## src/rtl/cpu_pkg.sv

```systemverilog
// Shared CPU front-end types.
// Fetch queue entry layout, fetch FSM states and the decoder NOP.
package cpu_pkg;

  localparam logic [31:0] NOP_INSTR = 32'h0000_0013;

  typedef struct packed {
    logic [31:0] instr;
    logic [31:0] pc;
  } fetch_entry_t;

  typedef enum logic {
    FETCH_RUN,
    FETCH_DRAIN
  } fetch_state_t;

endpackage

```

## src/rtl/fetch_queue.sv

```systemverilog
// Circular instruction FIFO between imem responses and decode.
// Flush wins over push/pop; head is readable combinationally.
module fetch_queue
  import cpu_pkg::*;
#(
  parameter int DEPTH = 4,
  localparam int AW = $clog2(DEPTH),
  localparam int CW = AW + 1
) (
  input  logic         clk,
  input  logic         rst,
  input  logic         push,
  input  fetch_entry_t push_data,
  input  logic         pop,
  input  logic         flush,
  output fetch_entry_t head,
  output logic [CW-1:0] count,
  output logic         empty,
  output logic         full
);

  fetch_entry_t  mem_q [DEPTH];
  logic [AW-1:0] wr_q, wr_d;
  logic [AW-1:0] rd_q, rd_d;
  logic [CW-1:0] cnt_q, cnt_d;

  assign head  = mem_q[rd_q];
  assign count = cnt_q;
  assign empty = (cnt_q == '0);
  assign full  = (cnt_q == CW'(DEPTH));

  // Pointer and occupancy update; flush empties the queue outright.
  always_comb begin
    wr_d  = wr_q;
    rd_d  = rd_q;
    cnt_d = cnt_q;
    if (flush) begin
      wr_d  = '0;
      rd_d  = '0;
      cnt_d = '0;
    end else begin
      if (push) wr_d = wr_q + AW'(1);
      if (pop)  rd_d = rd_q + AW'(1);
      cnt_d = cnt_q + CW'(push) - CW'(pop);
    end
  end

  // Pointer/count registers.
  always_ff @(posedge clk) begin
    if (rst) begin
      wr_q  <= '0;
      rd_q  <= '0;
      cnt_q <= '0;
    end else begin
      wr_q  <= wr_d;
      rd_q  <= rd_d;
      cnt_q <= cnt_d;
    end
  end

  // Entry storage; the credit scheme upstream must never overfill it.
  always_ff @(posedge clk) begin
    if (!rst) begin
      assert (!(push && full && !flush))
        else $error("fetch_queue: push on full");
    end
    if (push && !flush) mem_q[wr_q] <= push_data;
  end

endmodule

```

## src/rtl/fetch_unit.sv

```systemverilog
// Instruction fetch stage: PC, imem request credits, redirect drain.
// Responses return in order; rsp_pc tracks the address of the next good one.
module fetch_unit
  import cpu_pkg::*;
#(
  parameter logic [31:0] RESET_PC = 32'h0000_0000,
  parameter int          DEPTH    = 4,
  localparam int CW = $clog2(DEPTH) + 1
) (
  input  logic        clk,
  input  logic        rst,
  output logic        imem_req_valid,
  output logic [31:0] imem_req_addr,
  input  logic        imem_req_ready,
  input  logic        imem_rsp_valid,
  input  logic [31:0] imem_rsp_data,
  input  logic        redirect_valid,
  input  logic [31:0] redirect_pc,
  input  logic        stall,
  output logic [31:0] instr,
  output logic [31:0] pc_out,
  output logic        instr_valid
);

  fetch_state_t  state_q, state_d;
  logic [31:0]   fetch_pc_q, fetch_pc_d;
  logic [31:0]   rsp_pc_q, rsp_pc_d;
  logic [CW-1:0] inflight_q, inflight_d;
  logic [CW-1:0] drop_q, drop_d;

  logic          q_push, q_pop, q_flush;
  logic          q_empty, q_full;
  logic [CW-1:0] q_count;
  logic [CW:0]   credit;
  logic          req_fire;
  fetch_entry_t  q_head, q_wdata;

  fetch_queue #(.DEPTH(DEPTH)) u_queue (
    .clk       (clk),
    .rst       (rst),
    .push      (q_push),
    .push_data (q_wdata),
    .pop       (q_pop),
    .flush     (q_flush),
    .head      (q_head),
    .count     (q_count),
    .empty     (q_empty),
    .full      (q_full)
  );

  // Next-state: issue credit, response accept/discard, redirect, FSM.
  always_comb begin
    fetch_pc_d = fetch_pc_q;
    rsp_pc_d   = rsp_pc_q;
    drop_d     = drop_q;
    state_d    = state_q;
    q_push     = 1'b0;
    q_flush    = 1'b0;
    q_wdata    = '{instr: imem_rsp_data, pc: rsp_pc_q + 32'd4};

    credit = {1'b0, inflight_q} + {1'b0, q_count};
    imem_req_valid = (credit < (CW+1)'(DEPTH)) && !redirect_valid;
    imem_req_addr  = fetch_pc_q;
    req_fire = imem_req_valid && imem_req_ready;

    inflight_d = inflight_q + CW'(req_fire) - CW'(imem_rsp_valid);
    q_pop = !q_empty && !stall && !redirect_valid;

    if (redirect_valid) begin
      q_flush    = 1'b1;
      fetch_pc_d = redirect_pc & ~32'h3;
      rsp_pc_d   = redirect_pc & ~32'h3;
      drop_d     = inflight_q - CW'(imem_rsp_valid);
    end else begin
      if (req_fire) fetch_pc_d = fetch_pc_q + 32'd4;
      if (imem_rsp_valid) begin
        if (drop_q != '0) begin
          drop_d = drop_q - CW'(1);
        end else begin
          q_push   = 1'b1;
          rsp_pc_d = rsp_pc_q + 32'd4;
        end
      end
    end

    case (state_q)
      FETCH_RUN: begin
        if (redirect_valid && drop_d != '0) state_d = FETCH_DRAIN;
      end
      FETCH_DRAIN: begin
        if (drop_d == '0) state_d = FETCH_RUN;
      end
      default: state_d = FETCH_RUN;
    endcase
  end

  // Decode-facing outputs: NOP and zero pc when nothing is queued.
  always_comb begin
    instr_valid = !q_empty;
    instr       = instr_valid ? q_head.instr : NOP_INSTR;
    pc_out      = instr_valid ? q_head.pc : 32'h0;
  end

  // Fetch state registers.
  always_ff @(posedge clk) begin
    if (rst) begin
      state_q    <= FETCH_RUN;
      fetch_pc_q <= RESET_PC;
      rsp_pc_q   <= RESET_PC;
      inflight_q <= '0;
      drop_q     <= '0;
    end else begin
      state_q    <= state_d;
      fetch_pc_q <= fetch_pc_d;
      rsp_pc_q   <= rsp_pc_d;
      inflight_q <= inflight_d;
      drop_q     <= drop_d;
    end
  end

endmodule

```

## config.mk

```make
export PLATFORM = sky130hd
export DESIGN_NAME = fetch_unit
export DESIGN_NICKNAME = d
export VERILOG_FILES = /design/src/rtl/cpu_pkg.sv /design/src/rtl/fetch_queue.sv /design/src/rtl/fetch_unit.sv
export SDC_FILE = /design/constraint.sdc
export NUM_CORES = 1
export LEC_CHECK = 0
export CORE_ASPECT_RATIO = 1.4
export CORE_UTILIZATION = 61
export DETAILED_ROUTE_END_ITERATION = 10
export GPL_ROUTABILITY_DRIVEN = 0
export PLACE_DENSITY = 0.94
export SYNTH_ARGS = -nofsm -noshare
export SYNTH_HDL_FRONTEND = slang
export SYNTH_HIERARCHICAL = 1
export SYNTH_SLANG_ARGS = --single-unit
```

## constraint.sdc

```tcl
create_clock -name clk -period 5.6 [get_ports clk]
set_input_delay 0.84 -clock clk [delete_from_list [all_inputs] [get_ports clk]]
set_output_delay 0.84 -clock clk [all_outputs]
set_load 0.1 [all_outputs]
```

==> metrics, run 1 <==
status=complete, no violations; Synthesis Warnings=6; setup bufs post-CTS=0; busiest grt layer=met2; layout cells sized above 1=13.23%; PD cells=321.4 nW/um^2; Syn Inst Count=984; setup tns final=0 ns; maximum clock path buffer count=3; worst-margin pin slew=1.227 ns; nets@finish=1238; clock transition at the registers of the reported paths=0.07 ns; H-tree levels=1; Netlist Area Pre-Place=14500 sq um; final instance area=17340 sq um; Via density=6.034; first-pass GRT wire length=50100 um; total power=5573 uW; gr ovfl total=0; Diodes inserted=0; VDD IR max=0.0002593 V; WL per Instance=21.78 um; DRT Pass-1 Iters=5; Pleak=0.005648 uW; worst slack, placed=1.458 ns; vias in the first global route=9089; hpwl dp=19360 um; worst hold path type=flop to flop; maxcap violations=0; largest net degree at the start of global routing=74; required time of the critical path=4.76 ns; Layout Skew=0.01889 ns; RSZ-0062 raised after global routing=no; # IOs=168; clock latency on the worst-skew pair=0.56 ns; maximum clock rate=230.2 MHz; final worst-path cycle share=77.57%; minimum clock period=4.344 ns; DRC viols=0; Port Buffers=163; CTS tree=built; core area=23290 sq um; Rows=66; critical path data arrival time=3.50 ns; final worst slack=1.256 ns; Total Routing Usage GR=26.70%; via count=8918; Setup-failing EPs final=0; CTS Sinks=331; drt total wl=32200 um; final slew viol count=0; crit path capture type=output pin; Iter 0 DRT Violations=782; met3 Track Usage GR=3.080%; Num CTS Buffers=30; Area after DPL=16370 sq um; die width=132.3 um; ANT nets after route=0; die area=24400 sq um; synthesized area per cell=14.74 sq um; Hold Violations, Final=0; Startpoint Class=flop; Starting Density=62.27%; Post-CTS Hold Buffers=0; CP Max Fanout=33; hold_ws=0.5380 ns; Syn-to-layout area delta=19.58%; GRT met1 Usage=32.76%; GR Layer Usage met2=48.57%; Max-Slew Margin vs Limit=17.74%; Resized cells post-CTS=0; Die Ht=184.4 um; initial antenna violation count=0; clk root buf=clkbuf_16; CP Class=flop to output pin
-- cell usage in the layout (no fill, tap or decap), types with 4 or more instances in the layout --
cell and n:
conb_1 10, clkinv_2 5, mux4_1 4, dfxtp_1 73
clkinvlp_4 4, nand4_1 26, nor2_1 44, xnor2_1 42
or2_2 7, a21boi_1 4, o21bai_1 6, o22ai_1 4
a211oi_1 11, edfxtp_1 256, xor2_1 40, or3_1 5
and2_1 5, nand2_1 46, nand3_1 31, nand2b_1 4
clkdlybuf4s50_1 162, mux4_2 60, clkinv_1 9, inv_1 41
and2_2 4, and3_1 9, a21boi_0 20, ha_1 16
a31oi_1 8, clkbuf_16 31, nor4_1 6, nor2b_1 64
buf_4 15, nor3_1 12, a21oi_1 31
-- critical path, cell delays in order (launching register included) --
cell             delay, ns
dfxtp_4               0.78
buf_12                0.35
mux4_2                0.58
nor2b_1               0.18
clkdlybuf4s50_1       1.04
-- area by class of cell --
class | count | area, sq um
tap | 306 | 382.9
clock buffer | 32 | 779.5
fill | 1359 | 5948
timing repair buffer | 179 | 1774
multi-input combinational | 567 | 4867
clock inverter | 22 | 187.7
inverter | 41 | 153.9
sequential | 331 | 9194
-- sequential cells by signal (all words and copies together), names as in the netlist, named ones only --
| name | flops |
|---|---|
| drop_q | 3 |
| imem_req_addr | 30 |
| inflight_q | 3 |
| rsp_pc_q | 30 |
| u_queue/count | 3 |
| u_queue/mem_q | 256 |
| u_queue/rd_q | 2 |
| u_queue/wr_q | 2 |
-- power breakdown --
part	switching, uW	leakage [uW]	total (uW)	internal (uW)
clock network	880	0.000464	2020	1140
registers	72.4	0.00295	2790	2720
logic	528	0.00224	763	234
-- per-stage QoR --
| stage | utilization [%] | std cells |
|---|---|---|
| after floorplan | - | 993 |
| after global placement | 70.30 | 1424 |
| after detailed placement | 70.30 | 1424 |
| after CTS | 74.46 | 1478 |
| after global routing | 74.46 | 1478 |
| final | 74.46 | 1478 |
-- layer usage --
metal  share of wire [%]  vias up
li1                    -     4011
met1                  37     4387
met2                  53      446
met3                 6.5       74
met4                 3.3        0
met5                   0        -
-- final timing paths --
kind                                 start                        endpoint  slack, ns  depth (start not counted)
hold reg to reg   rsp_pc_q[3]$_SDFFE_PP0P_        rsp_pc_q[3]$_SDFFE_PP0P_       0.54                          2
setup reg to reg    drop_q[0]$_SDFFE_PP0P_  u_queue/mem_q[3][14]$_DFFE_PP_       2.42                          7
setup / recovery                      flop                       pc_out[4]       1.26                          4
hold / removal    rsp_pc_q[3]$_SDFFE_PP0P_        rsp_pc_q[3]$_SDFFE_PP0P_       0.54                          2
Note: power is estimated with default switching activity, not from simulation.
==> run 2: changes to the inputs <==
Settings changed: CORE_UTILIZATION 61 to 56, PLACE_DENSITY 0.94 to 0.88.
Clock period 5.6 ns to 4.55 ns, I/O delays scaled along.
==> run 2 against run 1 <==
Utilization down 6.1 points. Via count down 3.2%. Count of clock-buffer cells in the layout up 3. Setup slack worse by 0.58 ns. Hold slack worse by 0.023 ns. Critical endpoint is now pc_out[22]. Largest power group unchanged.
==> metrics, run 2 (same netlist as run 1, synthesis figures left out) <==
Post-CTS Hold Buffers=0; clock latency on the worst-skew pair=0.54 ns; Starting Density=57.13%; RSZ-0062 raised after global routing=no; worst hold path type=flop to flop; setup tns final=0 ns; layout cells sized above 1=13.76%; largest net degree at the start of global routing=74; Num CTS Buffers=29; PD cells=382.2 nW/um^2; vias in the first global route=8816; max incr delay on CP=1.01 ns; Syn-to-layout area delta=19.74%; max reg flops=256; core area=25380 sq um; CP Max Fanout=25; die area=26550 sq um; Final Util=68.41%; Biggest register=u_queue/mem_q; maxcap violations=0; Iter 0 DRT Violations=659; most frequent cells in the layout=256 x edfxtp_1, 155 x clkdlybuf4s50_1, 73 x dfxtp_1; hold_ws=0.5152 ns; worst-margin pin slew=1.050 ns; via count=8629; Rows=69; Pleak=0.005648 uW; # IOs=168; initial antenna violation count=0; Setup-failing EPs final=0; Layout Skew=0.01053 ns; clk root buf=clkbuf_16; setup bufs post-CTS=0; most common cell after layout, fill and taps aside=edfxtp_1; final worst slack=0.6733 ns; ANT nets after route=0; clock transition at the registers of the reported paths=0.06 ns; Max-Slew Margin vs Limit=29.78%; DRC viols=0; CTS Sinks=331; hpwl dp=18870 um; required time of the critical path=3.87 ns; Hold Violations, Final=0; Port Buffers=163; first-pass GRT wire length=45620 um; Critical-path top delay cell=clkdlybuf4s50_1; status=complete, no violations; critical path cell sequence=buf_12 > mux4_2 > nor2b_1 > clkdlybuf4s50_1; Via density=5.795; Total Routing Usage GR=22.41%; drt total wl=28850 um; critical path data arrival time=3.19 ns; DRT Pass-1 Iters=8; Resized cells post-CTS=0; WL per Instance=19.37 um; nets@finish=1238; final worst-path cycle share=85.20%; maximum clock rate=257.9 MHz; die width=138.0 um; CP Class=flop to output pin; worst slack, placed=1.171 ns; H-tree levels=1; Die Ht=192.4 um; crit path capture type=output pin; Startpoint Class=flop; gr ovfl total=0; minimum clock period=3.877 ns; VDD IR max=0.0002866 V; maximum clock path buffer count=3; Diodes inserted=0; final slew viol count=0; CTS tree=built
-- run 2: cell count changes in the layout (fill, tap and decap cells not counted), sizes merged --
cell | previous run | this run
buf | 17 | 25
bufinv | 3 | 1
clkbuf | 32 | 35
clkdlybuf4s50 | 162 | 155
clkinv | 14 | 11
inv | 42 | 41
-- run 2: area by class of cell --
cell class,instances,area [sq um]
inverters,41,153.9
well taps,319,399.1
repair buffers,180,1877
multi-input cells,567,4867
clock inverters,16,123.9
fillers,1752,8019
clock buffers,35,748.2
flip-flops and latches,331,9194
-- run 2: power breakdown --
part | total, uW | switching (uW) | internal, uW | leakage (uW)
Clock | 2270 | 1030 | 1230 | 0.000416
Combinational | 941 | 643 | 298 | 0.00229
Sequential | 3430 | 85.4 | 3340 | 0.00295
Total | 6640 | 1760 | 4870 | 0.00565
-- run 2: through the flow --
stage | instances | area, sq um | power, uW
6_report | 1489 | 17360 | 6637
4_1_cts | 1489 | 17360 | 6680
2_1_floorplan | 993 | 14530 | 4155
5_1_grt | 1489 | 17360 | 6854
3_5_place_dp | 1438 | 16490 | 4433
3_3_place_gp | 1438 | 16490 | 4407
-- run 2: path summary, 6_finish.rpt --
| check | startpoint | endpoint | slack [ns] | cells after the start |
|---|---|---|---|---|
| max | flop | pc_out[22] | 0.67 | 4 |
| max reg2reg | inflight_q[2]$_SDFF_PP0_ | inflight_q[2]$_SDFF_PP0_ | 1.47 | 12 |
| min reg2reg | rsp_pc_q[3]$_SDFFE_PP0P_ | rsp_pc_q[3]$_SDFFE_PP0P_ | 0.52 | 2 |
| min | rsp_pc_q[3]$_SDFFE_PP0P_ | rsp_pc_q[3]$_SDFFE_PP0P_ | 0.52 | 2 |
-- run 2: critical path, delay by kind of cell (launching register included) --
| kind | cells | cell delay (ns) |
|---|---|---|
| buffers and inverters | 2 | 1.30 |
| DFF | 1 | 0.64 |
| muxes | 1 | 0.54 |
| and+or+nand+nor | 1 | 0.15 |
-- run 2: per-layer routing --
| layer | track usage (%) | up-vias | part of all wire, % |
|---|---|---|---|
| li1 | - | 4014 | - |
| met1 | 27.89 | 4236 | 39 |
| met2 | 40.29 | 324 | 53 |
| met3 | 2.653 | 55 | 5.9 |
| met4 | 7.023 | 0 | 2.4 |
| met5 | 0 | - | 0 |
